--- src/rtl/apb_uart_duplex.sv ---
// Full-duplex APB3 UART peripheral.
//
// A zero-wait-state APB slave in front of a TX FIFO/serialiser and an RX
// deserialiser/FIFO. The baud divisor can be changed at run time. Errors are
// recorded in sticky write-one-to-clear status flags, and a registered
// level interrupt is provided.
//
// Ports:
//   clk        system clock; all logic runs on its rising edge
//   reset      asynchronous active-low reset
//   S_PADDR    word-indexed register select (0 DATA, 1 STATUS, 2 CTRL, 3 BAUD)
//   S_PWRITE   1 = write
//   S_PSELx    slave select
//   S_PENABLE  access phase
//   S_PWDATA   write data
//   S_PRDATA   read data; 0 outside a read access
//   S_PREADY   tied high
//   S_PSLVERR  error response: DATA write while TX is full, or DATA read while RX is empty
//   tx_wire    serial output, idle high
//   rx_wire    serial input, asynchronous to clk
//   irq        registered level interrupt
module apb_uart_duplex #(
    parameter int unsigned BUS_WIDTH      = 16,
    parameter int unsigned ADDR_WIDTH     = 2,
    parameter int unsigned DATA_BITS      = 8,
    parameter int unsigned TX_DEPTH       = 16,
    parameter int unsigned RX_DEPTH       = 16,
    parameter int unsigned BAUD_DIV_RESET = 434
) (
    input  logic                  clk,
    input  logic                  reset,
    input  logic [ADDR_WIDTH-1:0] S_PADDR,
    input  logic                  S_PWRITE,
    input  logic                  S_PSELx,
    input  logic                  S_PENABLE,
    input  logic [BUS_WIDTH-1:0]  S_PWDATA,
    output logic [BUS_WIDTH-1:0]  S_PRDATA,
    output logic                  S_PREADY,
    output logic                  S_PSLVERR,
    output logic                  tx_wire,
    input  logic                  rx_wire,
    output logic                  irq
);

    localparam int unsigned TAW = $clog2(TX_DEPTH);
    localparam int unsigned RAW = $clog2(RX_DEPTH);
    localparam logic [TAW:0] TxPtrOne = 1;
    localparam logic [RAW:0] RxPtrOne = 1;
    localparam logic [2:0]   LastBit  = 3'(DATA_BITS - 1);

    typedef enum logic [1:0] {TxIdle, TxStart, TxData, TxStop} tx_state_e;
    typedef enum logic [2:0] {RxIdle, RxStart, RxData, RxStop, RxWait} rx_state_e;

    // ---------------------------------------------------------------- APB decode
    logic access, wr, rd;
    logic sel_data, sel_status, sel_ctrl, sel_baud;
    logic wr_data, wr_status, wr_ctrl, wr_baud, rd_data;

    assign access     = S_PSELx & S_PENABLE;
    assign wr         = access & S_PWRITE;
    assign rd         = access & ~S_PWRITE;
    assign sel_data   = (S_PADDR == ADDR_WIDTH'(0));
    assign sel_status = (S_PADDR == ADDR_WIDTH'(1));
    assign sel_ctrl   = (S_PADDR == ADDR_WIDTH'(2));
    assign sel_baud   = (S_PADDR == ADDR_WIDTH'(3));
    assign wr_data    = wr & sel_data;
    assign wr_status  = wr & sel_status;
    assign wr_ctrl    = wr & sel_ctrl;
    assign wr_baud    = wr & sel_baud;
    assign rd_data    = rd & sel_data;

    // Upper write-data bits are architecturally ignored.
    logic unused_wdata;
    assign unused_wdata = ^S_PWDATA;

    // ---------------------------------------------------------------- registers
    logic [3:0]  ctrl_q;        // {irq_txe_en, irq_rx_en, rx_en, tx_en}
    logic [15:0] baud_q;
    logic        overrun_q, frame_err_q, irq_q;
    logic        tx_flush, rx_flush;

    assign tx_flush = wr_ctrl & S_PWDATA[4];
    assign rx_flush = wr_ctrl & S_PWDATA[5];

    // ---------------------------------------------------------------- TX FIFO
    logic [DATA_BITS-1:0] tx_mem [TX_DEPTH];
    logic [TAW:0]         tx_wptr_q, tx_rptr_q;
    logic                 tx_empty, tx_full, tx_push, tx_pop;
    logic [DATA_BITS-1:0] tx_head;

    assign tx_empty = (tx_wptr_q == tx_rptr_q);
    assign tx_full  = (tx_wptr_q[TAW] != tx_rptr_q[TAW]) &&
                      (tx_wptr_q[TAW-1:0] == tx_rptr_q[TAW-1:0]);
    assign tx_push  = wr_data & ~tx_full;
    assign tx_head  = tx_mem[tx_rptr_q[TAW-1:0]];

    always_ff @(posedge clk) begin
        if (tx_push) tx_mem[tx_wptr_q[TAW-1:0]] <= S_PWDATA[DATA_BITS-1:0];
    end

    always_ff @(posedge clk or negedge reset) begin
        if (!reset) begin
            tx_wptr_q <= '0;
            tx_rptr_q <= '0;
        end else if (tx_flush) begin
            tx_wptr_q <= '0;
            tx_rptr_q <= '0;
        end else begin
            if (tx_push) tx_wptr_q <= tx_wptr_q + TxPtrOne;
            if (tx_pop)  tx_rptr_q <= tx_rptr_q + TxPtrOne;
        end
    end

    // ---------------------------------------------------------------- TX FSM
    tx_state_e            tx_state_q, tx_state_d;
    logic [15:0]          tx_cnt_q, tx_cnt_d, tx_div_q, tx_div_d;
    logic [2:0]           tx_bit_q, tx_bit_d;
    logic [DATA_BITS-1:0] tx_shift_q, tx_shift_d;
    logic                 tx_line_q, tx_line_d;
    logic                 tx_bit_end, tx_can_start, tx_start, tx_busy;

    assign tx_bit_end   = (tx_cnt_q == tx_div_q - 16'd1);
    assign tx_can_start = ctrl_q[0] & ~tx_empty;
    assign tx_busy      = (tx_state_q != TxIdle);

    always_comb begin
        tx_state_d = tx_state_q;
        tx_cnt_d   = tx_cnt_q;
        tx_div_d   = tx_div_q;
        tx_bit_d   = tx_bit_q;
        tx_shift_d = tx_shift_q;
        tx_line_d  = tx_line_q;
        tx_start   = 1'b0;
        case (tx_state_q)
            TxIdle: begin
                tx_line_d = 1'b1;
                tx_start  = tx_can_start;
            end
            TxStart: begin
                if (tx_bit_end) begin
                    tx_cnt_d   = '0;
                    tx_bit_d   = '0;
                    tx_line_d  = tx_shift_q[0];
                    tx_state_d = TxData;
                end else begin
                    tx_cnt_d = tx_cnt_q + 16'd1;
                end
            end
            TxData: begin
                if (tx_bit_end) begin
                    tx_cnt_d = '0;
                    if (tx_bit_q == LastBit) begin
                        tx_line_d  = 1'b1;
                        tx_state_d = TxStop;
                    end else begin
                        tx_bit_d   = tx_bit_q + 3'd1;
                        tx_shift_d = tx_shift_q >> 1;
                        tx_line_d  = tx_shift_q[1];
                    end
                end else begin
                    tx_cnt_d = tx_cnt_q + 16'd1;
                end
            end
            TxStop: begin
                if (tx_bit_end) begin
                    // Chain straight into the next frame so there is no idle gap.
                    if (tx_can_start) tx_start = 1'b1;
                    else              tx_state_d = TxIdle;
                end else begin
                    tx_cnt_d = tx_cnt_q + 16'd1;
                end
            end
            default: tx_state_d = TxIdle;
        endcase
        if (tx_start) begin
            tx_shift_d = tx_head;
            tx_div_d   = baud_q;
            tx_cnt_d   = '0;
            tx_line_d  = 1'b0;
            tx_state_d = TxStart;
        end
    end

    assign tx_pop = tx_start;

    always_ff @(posedge clk or negedge reset) begin
        if (!reset) begin
            tx_state_q <= TxIdle;
            tx_cnt_q   <= '0;
            tx_div_q   <= 16'(BAUD_DIV_RESET);
            tx_bit_q   <= '0;
            tx_shift_q <= '0;
            tx_line_q  <= 1'b1;
        end else begin
            tx_state_q <= tx_state_d;
            tx_cnt_q   <= tx_cnt_d;
            tx_div_q   <= tx_div_d;
            tx_bit_q   <= tx_bit_d;
            tx_shift_q <= tx_shift_d;
            tx_line_q  <= tx_line_d;
        end
    end

    assign tx_wire = tx_line_q;

    // ---------------------------------------------------------------- RX sync + FSM
    logic rx_meta_q, rx_sync_q;

    always_ff @(posedge clk or negedge reset) begin
        if (!reset) begin
            rx_meta_q <= 1'b1;
            rx_sync_q <= 1'b1;
        end else begin
            rx_meta_q <= rx_wire;
            rx_sync_q <= rx_meta_q;
        end
    end

    rx_state_e            rx_state_q, rx_state_d;
    logic [15:0]          rx_cnt_q, rx_cnt_d, rx_div_q, rx_div_d;
    logic [2:0]           rx_bit_q, rx_bit_d;
    logic [DATA_BITS-1:0] rx_shift_q, rx_shift_d;
    logic                 rx_done, rx_ferr_set, rx_bit_end;

    assign rx_bit_end = (rx_cnt_q == rx_div_q - 16'd1);

    always_comb begin
        rx_state_d  = rx_state_q;
        rx_cnt_d    = rx_cnt_q;
        rx_div_d    = rx_div_q;
        rx_bit_d    = rx_bit_q;
        rx_shift_d  = rx_shift_q;
        rx_done     = 1'b0;
        rx_ferr_set = 1'b0;
        case (rx_state_q)
            RxIdle: begin
                if (ctrl_q[1] && !rx_sync_q) begin
                    rx_cnt_d   = '0;
                    rx_div_d   = baud_q;
                    rx_state_d = RxStart;
                end
            end
            RxStart: begin
                // Half a bit in: a line back high means the start edge was a glitch.
                if (rx_cnt_q == (rx_div_q >> 1) - 16'd1) begin
                    rx_cnt_d   = '0;
                    rx_bit_d   = '0;
                    rx_state_d = rx_sync_q ? RxIdle : RxData;
                end else begin
                    rx_cnt_d = rx_cnt_q + 16'd1;
                end
            end
            RxData: begin
                if (rx_bit_end) begin
                    rx_cnt_d   = '0;
                    rx_shift_d = {rx_sync_q, rx_shift_q[DATA_BITS-1:1]};
                    if (rx_bit_q == LastBit) rx_state_d = RxStop;
                    else                     rx_bit_d   = rx_bit_q + 3'd1;
                end else begin
                    rx_cnt_d = rx_cnt_q + 16'd1;
                end
            end
            RxStop: begin
                if (rx_bit_end) begin
                    rx_cnt_d = '0;
                    if (rx_sync_q) begin
                        rx_done    = 1'b1;
                        rx_state_d = RxIdle;
                    end else begin
                        rx_ferr_set = 1'b1;
                        rx_state_d  = RxWait;
                    end
                end else begin
                    rx_cnt_d = rx_cnt_q + 16'd1;
                end
            end
            RxWait: begin
                // Stay out of IDLE until the break ends, so it is not seen as a start bit.
                if (rx_sync_q) rx_state_d = RxIdle;
            end
            default: rx_state_d = RxIdle;
        endcase
    end

    always_ff @(posedge clk or negedge reset) begin
        if (!reset) begin
            rx_state_q <= RxIdle;
            rx_cnt_q   <= '0;
            rx_div_q   <= 16'(BAUD_DIV_RESET);
            rx_bit_q   <= '0;
            rx_shift_q <= '0;
        end else begin
            rx_state_q <= rx_state_d;
            rx_cnt_q   <= rx_cnt_d;
            rx_div_q   <= rx_div_d;
            rx_bit_q   <= rx_bit_d;
            rx_shift_q <= rx_shift_d;
        end
    end

    // ---------------------------------------------------------------- RX FIFO
    logic [DATA_BITS-1:0] rx_mem [RX_DEPTH];
    logic [RAW:0]         rx_wptr_q, rx_rptr_q, rx_count;
    logic                 rx_empty, rx_full, rx_push, rx_pop, rx_ovr_set;
    logic [31:0]          rx_level_wide;
    logic [7:0]           rx_level;

    assign rx_empty   = (rx_wptr_q == rx_rptr_q);
    assign rx_full    = (rx_wptr_q[RAW] != rx_rptr_q[RAW]) &&
                        (rx_wptr_q[RAW-1:0] == rx_rptr_q[RAW-1:0]);
    assign rx_pop     = rd_data & ~rx_empty;
    // A same-cycle pop frees the slot, so a full FIFO can still accept the byte.
    assign rx_push    = rx_done & (~rx_full | rx_pop);
    assign rx_ovr_set = rx_done & rx_full & ~rx_pop;
    assign rx_count   = rx_wptr_q - rx_rptr_q;
    assign rx_level_wide = 32'(rx_count);
    assign rx_level   = (rx_level_wide > 32'd255) ? 8'hFF : rx_level_wide[7:0];

    always_ff @(posedge clk) begin
        if (rx_push) rx_mem[rx_wptr_q[RAW-1:0]] <= rx_shift_q;
    end

    always_ff @(posedge clk or negedge reset) begin
        if (!reset) begin
            rx_wptr_q <= '0;
            rx_rptr_q <= '0;
        end else if (rx_flush) begin
            rx_wptr_q <= '0;
            rx_rptr_q <= '0;
        end else begin
            if (rx_push) rx_wptr_q <= rx_wptr_q + RxPtrOne;
            if (rx_pop)  rx_rptr_q <= rx_rptr_q + RxPtrOne;
        end
    end

    // ---------------------------------------------------------------- control/status
    logic irq_d;

    assign irq_d = (ctrl_q[2] & (~rx_empty | overrun_q | frame_err_q)) |
                   (ctrl_q[3] & tx_empty & ~tx_busy);

    always_ff @(posedge clk or negedge reset) begin
        if (!reset) begin
            ctrl_q      <= 4'b0011;
            baud_q      <= 16'(BAUD_DIV_RESET);
            overrun_q   <= 1'b0;
            frame_err_q <= 1'b0;
            irq_q       <= 1'b0;
        end else begin
            if (wr_ctrl) ctrl_q <= S_PWDATA[3:0];
            if (wr_baud) baud_q <= (S_PWDATA[15:0] < 16'd4) ? 16'd4 : S_PWDATA[15:0];
            // A new error in the same cycle as the clear keeps the flag set.
            overrun_q   <= (overrun_q & ~(wr_status & S_PWDATA[5])) | rx_ovr_set;
            frame_err_q <= (frame_err_q & ~(wr_status & S_PWDATA[6])) | rx_ferr_set;
            irq_q       <= irq_d;
        end
    end

    assign irq = irq_q;

    // ---------------------------------------------------------------- read path
    logic [15:0] rd_word;

    always_comb begin
        rd_word = '0;
        if (sel_data) begin
            rd_word = rx_empty ? 16'h0 : 16'(rx_mem[rx_rptr_q[RAW-1:0]]);
        end else if (sel_status) begin
            rd_word = {rx_level, 1'b0, frame_err_q, overrun_q, tx_busy,
                       rx_full, rx_empty, tx_empty, tx_full};
        end else if (sel_ctrl) begin
            rd_word = {12'h000, ctrl_q};
        end else if (sel_baud) begin
            rd_word = baud_q;
        end
    end

    assign S_PRDATA  = rd ? BUS_WIDTH'(rd_word) : '0;
    assign S_PREADY  = 1'b1;
    assign S_PSLVERR = access & sel_data & (S_PWRITE ? tx_full : rx_empty);

endmodule

--- config.mk ---
export PLATFORM = sky130hd
export DESIGN_NAME = apb_uart_duplex
export DESIGN_NICKNAME = d
export VERILOG_FILES = /design/src/rtl/apb_uart_duplex.sv
export SDC_FILE = /design/constraint.sdc
export NUM_CORES = 1
export LEC_CHECK = 0
export ABC_AREA = 1
export BUFFER_PORTS_ARGS = -buffer_cell sky130_fd_sc_hd__buf_4
export CAP_MARGIN = 20
export CORE_MARGIN = 2
export CORE_UTILIZATION = 59
export CTS_BUF_LIST = sky130_fd_sc_hd__clkbuf_4
export DETAILED_ROUTE_END_ITERATION = 12
export HOLD_SLACK_MARGIN = 0.12
export PLACE_DENSITY = 0.78
export SLEW_MARGIN = 20
export SYNTH_ARGS = -nofsm -noshare
export SYNTH_HDL_FRONTEND = slang
export SYNTH_SLANG_ARGS = --single-unit
--- constraint.sdc ---
create_clock -name clk -period 2.8 [get_ports clk]
set_clock_uncertainty 0.15 [all_clocks]
set_input_delay 0.56 -clock clk [delete_from_list [all_inputs] [get_ports clk]]
set_output_delay 0.56 -clock clk [all_outputs]
set_load 0.03 [all_outputs]
==> impl_metrics.ini, run 1 <==
[run_status]
status = finished, violations left
violations = negative setup slack

[synth]
synthArstFlopShare = 0.349
ys.flop_type = edfxtp_1
seq_area_frac_synth = 0.578
netlist_area_um2 = 19300
yosys_warnings = 0
synth.distinct_cells = 55
synth_edf_count = 256
synthCells = 1993
syn_nets = 2046
ys_ff_latch = 393
syn_area_per_cell_um2 = 9.67

[sta]
max_freq_mhz = 283
period_needed_ns = 3.53
rsz0062_at_grt = true
layout_setup_ws_ns = -0.730
final.period_utilization = 1.26
worst_slew_pin_slew_ns = 1.04
finalHoldViolations = 0
relSlewSlack = 0.299
setup_viol = 144
slew_viol_final = 0

[min_path]
hold_depth = 5
worstHoldPathType = in2reg
hp-start = S_PADDR[1]
holdPathEnd = baud_q[2]

[die]
dieArea_um2 = 34100
row_count = 66
io-pin-count = 44
die_w_um = 185
core_area_um2 = 32400
die_h_um = 185
initial_core_util = 0.595

[clock_tree]
h-tree-depth = 3
cts_sinks = 393
cts_buffers = 99
clkTransAtPathRegs_ns = 0.08
cts_tree = yes
cts-root-buf = clkbuf_4
clock_latency_ns = 0.81
cts_buffer_depth = 3

[finish]
areaGrowthSynthToFinish_pct = 24.7
n_fill_cell = 2176
fin_cells = 2778
multi_input_comb_area_um2 = 8120
drive_gt1_frac = 0.272
layout.nets = 2306
regArea_um2 = 11100

[critical_path]
criticalPathCategory = reg2out
path_max_fanout = 9
r2r_end = rx_mem[14][1]
critPathLaunchType = flip-flop
reg2reg_from = rx_div_q[1]
reg2regPathDepth = 15
critPathArrivalTime_ns = 2.82
rrSetupSlack_ns = -0.41
endpoint_kind = output pin
worstPathRequired_ns = 2.09

[route]
drc = 0
drtIter0Drc = 1754
wl_per_cell_um = 19.7
viasPerCell = 5.87
drt_wl_total_um = 54800
ant_nets = 0
drt_first_pass_iters = 6
vias = 16300

[global_route]
grt_overflow_total = 0
groute.usage.overall = 0.302
grt_pass1_vias = 15400
antenna_found_initial = 1
grt_max_degree = 67
grt_pass1_wl_um = 79200

[power]
ir_drop_uv = 674
power_mw = 22.5
cellPowerDensity_nw_per_um2 = 935
p_leak_nw = 9.76

[flow_run]
cap_violations = 0

[place]
gp_congestion = 0.942
pre_cts_slack_ns = -0.356
dp_cells = 2531
hpwl_um = 33700
portBuffers = 42
## critical path, cell delays in order, from the launching register on
cell and delay, ns:
dfrtp_2 0.49, buf_6 0.16, clkbuf_16 0.17, o21ai_1 0.23
o22ai_2 0.14, o211ai_1 0.24, a31oi_2 0.13, a31o_2 0.28
buf_6 0.15
## state kept, by name (all words and copies together) (netlist names), 8 cells and up
| name | flops |
|---|---|
| rx_mem | 128 |
| tx_mem | 128 |
| baud_q | 16 |
| rx_cnt_q | 16 |
| rx_div_q | 16 |
| tx_cnt_q | 16 |
| tx_div_q | 16 |
| rx_shift_q | 8 |
| tx_shift_q | 8 |
## cell families (layout without fill, tap and decap cells)
family / after synthesis / after routing / synth area share
muxes: 6 / 6 / 0.00351
other: 1 / 2 / 0.000195
buffers and inverters: 235 / 575 / 0.0484
and+or+nand+nor: 876 / 878 / 0.199
xor gates and xnor gates: 105 / 105 / 0.0477
AOI/OAI and AO/OA: 348 / 348 / 0.103
DFF: 393 / 393 / 0.578
adders and majority gates: 29 / 29 / 0.0192
## through the flow
step	utilization	hold WS [ns]	area, µm²	setup TNS, ns
2_1_floorplan	-	0.114	19300	-18.56
3_3_place_gp	0.647	0.196	20900	-29.10
3_5_place_dp	0.647	0.201	20900	-37.50
4_1_cts	0.708	0.120	22900	-29.45
5_1_grt	0.742	0.185	24000	-58.24
6_report	0.742	0.171	24000	-40.38
## cell usage after synthesis, drive strengths merged (2+ instances only)
library cell	number	area, µm²
nand2	388	1490
nor2	276	1120
edfxtp	256	7690
o21ai	222	1150
inv	150	563
dfrtp	117	2930
nand3	103	541
xor2	83	727
clkbuf	62	235
nand4	39	244
o22ai	39	244
a21oi	35	175
nor3	30	160
ha	28	350
nand3b	25	188
xnor2	22	193
o221ai	21	184
dfstp	20	526
buf	19	120
o211ai	8	60.1
a31oi	6	37.5
mux2	6	67.6
or2	6	37.5
clkinv	4	15.0
nor4	4	25.0
a221oi	3	26.3
a211oi	2	15.0
a32oi	2	17.5
and3	2	12.5
nor3b	2	15.0
o2111ai	2	17.5
## routing by layer
| metal | wire length (µm) | track usage | vias up |
|---|---|---|---|
| met3 | 4700 | 0.0579 | 189 |
| met1 | 20800 | 0.385 | 7781 |
| met2 | 26900 | 0.503 | 926 |
| met4 | 2340 | 0.137 | 0 |
| met5 | 0 | 0 | - |
| li1 | - | - | 7413 |
## area by class of cell
type | count | share of cell area
flip-flops and latches | 393 | 0.464
inverters | 154 | 0.0248
diodes | 1 | 0.000104
multi-input cells | 1367 | 0.338
clock inverters | 30 | 0.00786
repair buffers | 238 | 0.0948
well taps | 442 | 0.0230
clock buffers | 153 | 0.0478
## worst max-delay path by stage
stage	startpoint	to	slack, ns	depth (start not counted)
after floorplan	rx_div_q[1]	rx_mem[0][0]	-0.14	11
after global placement	rx_div_q[1]	rx_mem[7][1]	-0.29	15
after detailed placement	rx_div_q[1]	rx_mem[3][6]	-0.36	15
after CTS	rx_wptr_q[0]	S_PRDATA[12]	-0.70	12
after global routing	rx_rptr_q[0]	S_PRDATA[12]	-0.84	11
final	rx_rptr_q[0]	S_PRDATA[7]	-0.73	8
## placed cells by master, fill, tap and decap left out, types with 19 or more instances in the layout
cell type | synthesis | routed
clkinv_1 | 4 | 22
xnor2_1 | 22 | 22
inv_1 | 144 | 133
dfstp_2 | 20 | 20
nand3b_1 | 25 | 25
a21oi_1 | 35 | 25
edfxtp_1 | 256 | 256
nand4_1 | 39 | 39
buf_4 | 2 | 156
nand3_1 | 101 | 88
nor3_1 | 28 | 19
xor2_1 | 83 | 78
clkbuf_4 | 0 | 153
o21ai_0 | 203 | 163
buf_6 | 4 | 40
dlygate4sd3_1 | 0 | 20
nor2_1 | 259 | 221
o22ai_1 | 39 | 32
nand2_2 | 6 | 39
o21ai_2 | 10 | 21
dfrtp_1 | 117 | 113
nand2_1 | 380 | 340
o21ai_1 | 9 | 32
nor2_4 | 9 | 30
ha_1 | 28 | 20
nor2_2 | 8 | 25
## report_power, final
part           switching (mW)  internal, mW
clock network            2.43          2.69
logic                    6.09          3.87
registers               0.603          6.80
total                    9.12          13.4
## what timing repair did
item,in CTS,in global routing
setup endpoints to repair,152,223
pin swaps,23,100
endpoints found under the hold margin,278,0
setup buffers,14,21
gates resized for setup,89,215
gates cloned,0,15
hold buffers,21,0
Power figures use the tool's default switching activity.
==> run 2, diff against run 1 <==
--- a/config.mk
+++ b/config.mk
@@ -14,6 +14,8 @@
 export DETAILED_ROUTE_END_ITERATION = 12
 export HOLD_SLACK_MARGIN = 0.12
 export PLACE_DENSITY = 0.78
+export SETUP_SLACK_MARGIN = 0.3
+export SKIP_LAST_GASP = 1
 export SLEW_MARGIN = 20
 export SYNTH_ARGS = -nofsm -noshare
 export SYNTH_HDL_FRONTEND = slang
==> impl_metrics.ini, run 2 (synthesized netlist as in run 1, its figures left out) <==
[route]
ant_nets = 0
drt_wl_total_um = 55100
drc = 0
vias = 16400
wl_per_cell_um = 19.8
drtIter0Drc = 1781
viasPerCell = 5.88
drt_first_pass_iters = 7

[place]
hpwl_um = 33100
gp_congestion = 0.889
portBuffers = 42
dp_cells = 2516

[critical_path]
rrSetupSlack_ns = -0.33
cpMostUsedCell = nand2_2
crit_chain = ha_4 -> inv_2 -> fa_2 -> nand2_2 -> nand2_2 -> a21oi_2 -> xor2_1 -> nand2_1 -> o2111ai_1 -> inv_1 -> buf_6
critPathArrivalTime_ns = 2.75
cp_slowest_cell = dfrtp_2
critPathMaxStageDelay_ns = 0.51
criticalPathCategory = reg2out
worstPathRequired_ns = 2.09
critPathLaunchType = flip-flop
endpoint_kind = output pin
path_max_fanout = 4

[die]
die_h_um = 185
initial_core_util = 0.595
row_count = 66
io-pin-count = 44
die_w_um = 185
core_area_um2 = 32400
dieArea_um2 = 34100

[sta]
finalHoldViolations = 0
relSlewSlack = 0.371
final.period_utilization = 1.23
layout_setup_ws_ns = -0.658
finalSetupTns_ns = -49.07
worst_slew_pin_slew_ns = 0.944
setup_viol = 176
max_freq_mhz = 289
period_needed_ns = 3.46
slew_viol_final = 0
rsz0062_at_grt = true

[clock_tree]
cts_buffers = 98
clock_latency_ns = 0.83
clkTransAtPathRegs_ns = 0.08
cts_buffer_depth = 3
cts_sinks = 393
h-tree-depth = 3
cts_tree = yes
cts-root-buf = clkbuf_4

[finish]
regArea_um2 = 11100
drive_gt1_frac = 0.297
layout.nets = 2320
multi_input_comb_area_um2 = 8410
n_fill_cell = 2052
fin_cells = 2789
layout_common_cells = nand2_1 (306), edfxtp_1 (256), nor2_1 (218)
areaGrowthSynthToFinish_pct = 27.2
final_common_cell = nand2_1

[global_route]
grt_max_degree = 67
use_met1 = 0.400
grt_overflow_total = 0
grt_use_met2 = 0.526
gr-usage-met3 = 0.0539
grt_pass1_wl_um = 82600
antenna_found_initial = 1
groute.usage.overall = 0.316
busiest_layer = met2
grt_pass1_vias = 15900

[run_status]
violations = negative setup slack
status = finished, violations left

[power]
cellPowerDensity_nw_per_um2 = 951
ir_drop_uv = 532
p_leak_nw = 9.95

[flow_run]
cap_violations = 0

[min_path]
worstHoldPathType = in2async
run 2: cell count changes in the layout (fill, tap and decap cells not counted), moves of 4 or more:
cell,before,now
o21ai_4,6,1
nor3_4,3,8
nand2_1,340,306
buf_16,0,5
clkinv_1,22,18
nand3_2,11,18
nand2_2,39,54
nand2_4,8,24
nand3_1,88,77
o21ai_2,21,31
buf_6,40,51
clkbuf_16,8,2
run 2: metrics by stage:
stage	power (mW)	hold WS, ns	util	setup WS [ns]	area, µm²
finish	23.3	0.152	0.757	-0.658	24500
detailed placement	15.3	0.197	0.651	-0.203	21100
global route	24.6	0.189	0.757	-0.751	24500
global placement	15.1	0.196	0.651	-0.150	21100
CTS	22.0	0.125	0.735	-0.654	23800
floorplan	12.9	0.114	-	-0.0686	19600
run 2: final timing paths:
path,from,endpoint,cells past startpoint
worst max register to register,rx_div_q[1],rx_mem[4][0],14
worst max-delay path,rx_rptr_q[0],S_PRDATA[12],11
worst min register to register,rx_meta_q,rx_sync_q,0
max in group asynchronous,reset,rx_meta_q,3
min in group clk,S_PENABLE,ctrl_q[2],5
worst min-delay path,reset,tx_wptr_q[3],2
run 2: worst max-delay path, delay by kind of cell (launching register included):
kind            cells  cell delay, ns
simple gates        3            0.20
compound gates      2            0.19
flops               1            0.51
xor+xnor            1            0.14
buf+inv             3            0.33
fa+ha+maj           2            0.52
run 2: layout make-up:
cell class,instances,share of cell area
clock buffers,154,0.0472
flip-flops and latches,393,0.455
well taps,442,0.0226
repair inverters,3,0.00117
clock inverters,25,0.00577
inverters,154,0.0249
multi-input cells,1366,0.343
diodes,1,0.000102
repair buffers,251,0.101
run 2: timing repair:
action	CTS	global route
endpoints found under the hold margin	276	0
setup endpoints to repair	226	236
hold buffers	20	0
cloned	8	5
pin swaps	78	71
setup buffers	44	16
resized for setup	195	165
run 2: power breakdown:
part           internal, mW  total, mW  switching (mW)  leakage, nW
Combinational          4.36       10.9            6.51         5.17
Clock                  2.60       5.00            2.40        0.783
Sequential             6.80       7.46           0.662         3.99
Total                  13.8       23.3            9.57         9.95
run 2: routing by layer:
metal / share of wire / wire length, µm
met4: 0.048 / 2660
met1: 0.38 / 20800
met5: 0 / 0
met3: 0.080 / 4420
met2: 0.49 / 27200
==> run 3, diff against run 2 <==
--- a/config.mk
+++ b/config.mk
@@ -9,11 +9,11 @@
 export BUFFER_PORTS_ARGS = -buffer_cell sky130_fd_sc_hd__buf_4
 export CAP_MARGIN = 20
 export CORE_MARGIN = 2
-export CORE_UTILIZATION = 59
+export CORE_UTILIZATION = 63
 export CTS_BUF_LIST = sky130_fd_sc_hd__clkbuf_4
 export DETAILED_ROUTE_END_ITERATION = 12
 export HOLD_SLACK_MARGIN = 0.12
-export PLACE_DENSITY = 0.78
+export PLACE_DENSITY = 0.79
 export SETUP_SLACK_MARGIN = 0.3
 export SKIP_LAST_GASP = 1
 export SLEW_MARGIN = 20
==> constraint.sdc (replaced) <==
create_clock -name clk -period 4.3 [get_ports clk]
set_clock_uncertainty 0.15 [all_clocks]
set_input_delay 0.86 -clock clk [delete_from_list [all_inputs] [get_ports clk]]
set_output_delay 0.86 -clock clk [all_outputs]
set_load 0.03 [all_outputs]
==> impl_metrics.ini, run 3 (synthesized netlist as in run 1, its figures left out) <==
[sta]
finalHoldViolations = 0
slew_viol_final = 0
max_freq_mhz = 255
rsz0062_at_grt = true
holdWs_ns = 0.205
final.period_utilization = 0.914
period_needed_ns = 3.93
finalSetupTns_ns = 0
relSlewSlack = 0.290
worst_slew_pin_slew_ns = 1.06
setup_viol = 0

[clock_tree]
cts_sinks = 393
cts_buffers = 97
clock_latency_ns = 0.76
h-tree-depth = 3
cts_tree = yes
clkTransAtPathRegs_ns = 0.07
cts_buffer_depth = 3
cts-root-buf = clkbuf_4

[critical_path]
cp_slowest_cell = dfrtp_2
path_max_fanout = 66
critPathArrivalTime_ns = 2.92
critPathMaxStageDelay_ns = 0.42
crit_chain = buf_8 -> o21ai_0 -> o221ai_1 -> o211ai_1 -> nand3_1 -> a21oi_1 -> nor3_2 -> buf_4
endpoint_kind = output pin
worstPathRequired_ns = 3.29
critPathLaunchType = flip-flop
crit_buf_inv = 2
critPathTopFamily = compound AO/OA/AOI/OAI gates
criticalPathCategory = reg2out

[route]
drt_wl_total_um = 47000
wl_per_cell_um = 18.4
drc = 0
drt_first_pass_iters = 6
drtIter0Drc = 1683
viasPerCell = 5.79
vias = 14800
ant_nets = 0

[finish]
n_fill_cell = 2261
layout_common_cells = nand2_1 (379), nor2_1 (257), edfxtp_1 (256)
layout.nets = 2124
drive_gt1_frac = 0.145
final_common_cell = nand2_1
final_cell_area_um2 = 21300
areaGrowthSynthToFinish_pct = 10.3

[die]
initial_core_util = 0.635
die_w_um = 179
io-pin-count = 44
core_area_um2 = 30300
dieArea_um2 = 32000
row_count = 64
die_h_um = 179

[global_route]
groute.usage.overall = 0.300
grt_overflow_total = 0
antenna_found_initial = 4
grt_pass1_wl_um = 74400
grt_max_degree = 85
grt_pass1_vias = 14300

[power]
p_leak_nw = 8.52
ir_drop_uv = 363
cellPowerDensity_nw_per_um2 = 590

[run_status]
status = complete, no violations

[flow_run]
cap_violations = 0

[place]
gp_congestion = 0.926
portBuffers = 42
hpwl_um = 31300
place_area_um2 = 19800

[min_path]
worstHoldPathType = reg2reg
==> run 3: cell count changes in the layout (fill, tap and decap cells not counted), moves of 20 or more <==
cell / before / now
buf_4: 154 / 52
o21ai_0: 161 / 202
nor2_4: 33 / 9
nand3_1: 77 / 101
buf_6: 51 / 2
nand2_1: 306 / 379
nand2_2: 54 / 7
o21ai_1: 29 / 9
o21ai_2: 31 / 11
nand2_4: 24 / 2
nor2_1: 218 / 257
==> run 3: timing repair <==
action	4_1_cts	5_1_grt
hold endpoints to repair	68	0
setup buffers	0	3
endpoints found under the setup margin	8	11
cloned	0	1
pin swaps	0	1
resized for setup	6	17
hold buffers	2	0
==> run 3: final cells by class <==
| type | instances | area, µm² | share of cell area |
|---|---|---|---|
| multi-input cells | 1365 | 7250 | 0.341 |
| clock buffers | 148 | 1110 | 0.0523 |
| diodes | 5 | 12.5 | 0.000589 |
| inverters | 154 | 586 | 0.0275 |
| clock inverters | 34 | 148 | 0.00695 |
| flip-flops and latches | 393 | 11100 | 0.524 |
| well taps | 396 | 495 | 0.0233 |
| repair buffers | 60 | 513 | 0.0241 |
==> run 3: report_power, final <==
part           switching [mW]  total [mW]  internal [mW]
Sequential              0.447        4.87           4.43
Clock                    1.50        3.08           1.58
Combinational            3.11        4.60           1.49
Total                    5.05        12.6           7.50
==> run 3: worst reg2reg max path, stage by stage (launching register included) <==
cell      delay [ns]
dfstp_2         0.55
inv_1           0.08
ha_1            0.20
nand2_1         0.13
nand2_1         0.17
nor2_4          0.23
nand3b_1        0.10
nand2_1         0.12
nand2_1         0.06
inv_1           0.05
nand4_1         0.10
nor3_2          0.42
nand4_1         0.47
nor2_1          0.65
==> run 3: stage by stage <==
stage               total power, mW   util  instances  worst slack, ns
finish                         12.6  0.700       2555            0.371
global route                   13.4  0.700       2555            0.240
CTS                            12.5  0.697       2546            0.292
detailed placement             9.39  0.654       2362            0.547
global placement               9.27  0.654       2362            0.679
floorplan                      8.26      -       1993            0.924
==> run 3: path summary, 6_finish.rpt <==
check	to	startpoint	slack, ns	cells after the start
min reg2reg	rx_sync_q	rx_meta_q	0.21	0
max	S_PRDATA[5]	rx_rptr_q[0]	0.37	8
max in group asynchronous	rx_div_q[8]	reset	2.59	3
min	rx_sync_q	rx_meta_q	0.21	0
min in group asynchronous	tx_div_q[2]	reset	0.60	2
max reg2reg	rx_mem[5][3]	rx_div_q[1]	0.45	13
==> run 3: layer usage <==
metal,vias up,track usage,part of all wire
met5,-,0,0
met4,0,0.108,0.025
li1,7060,-,-
met2,630,0.479,0.47
met1,7034,0.418,0.42
met3,73,0.0517,0.082
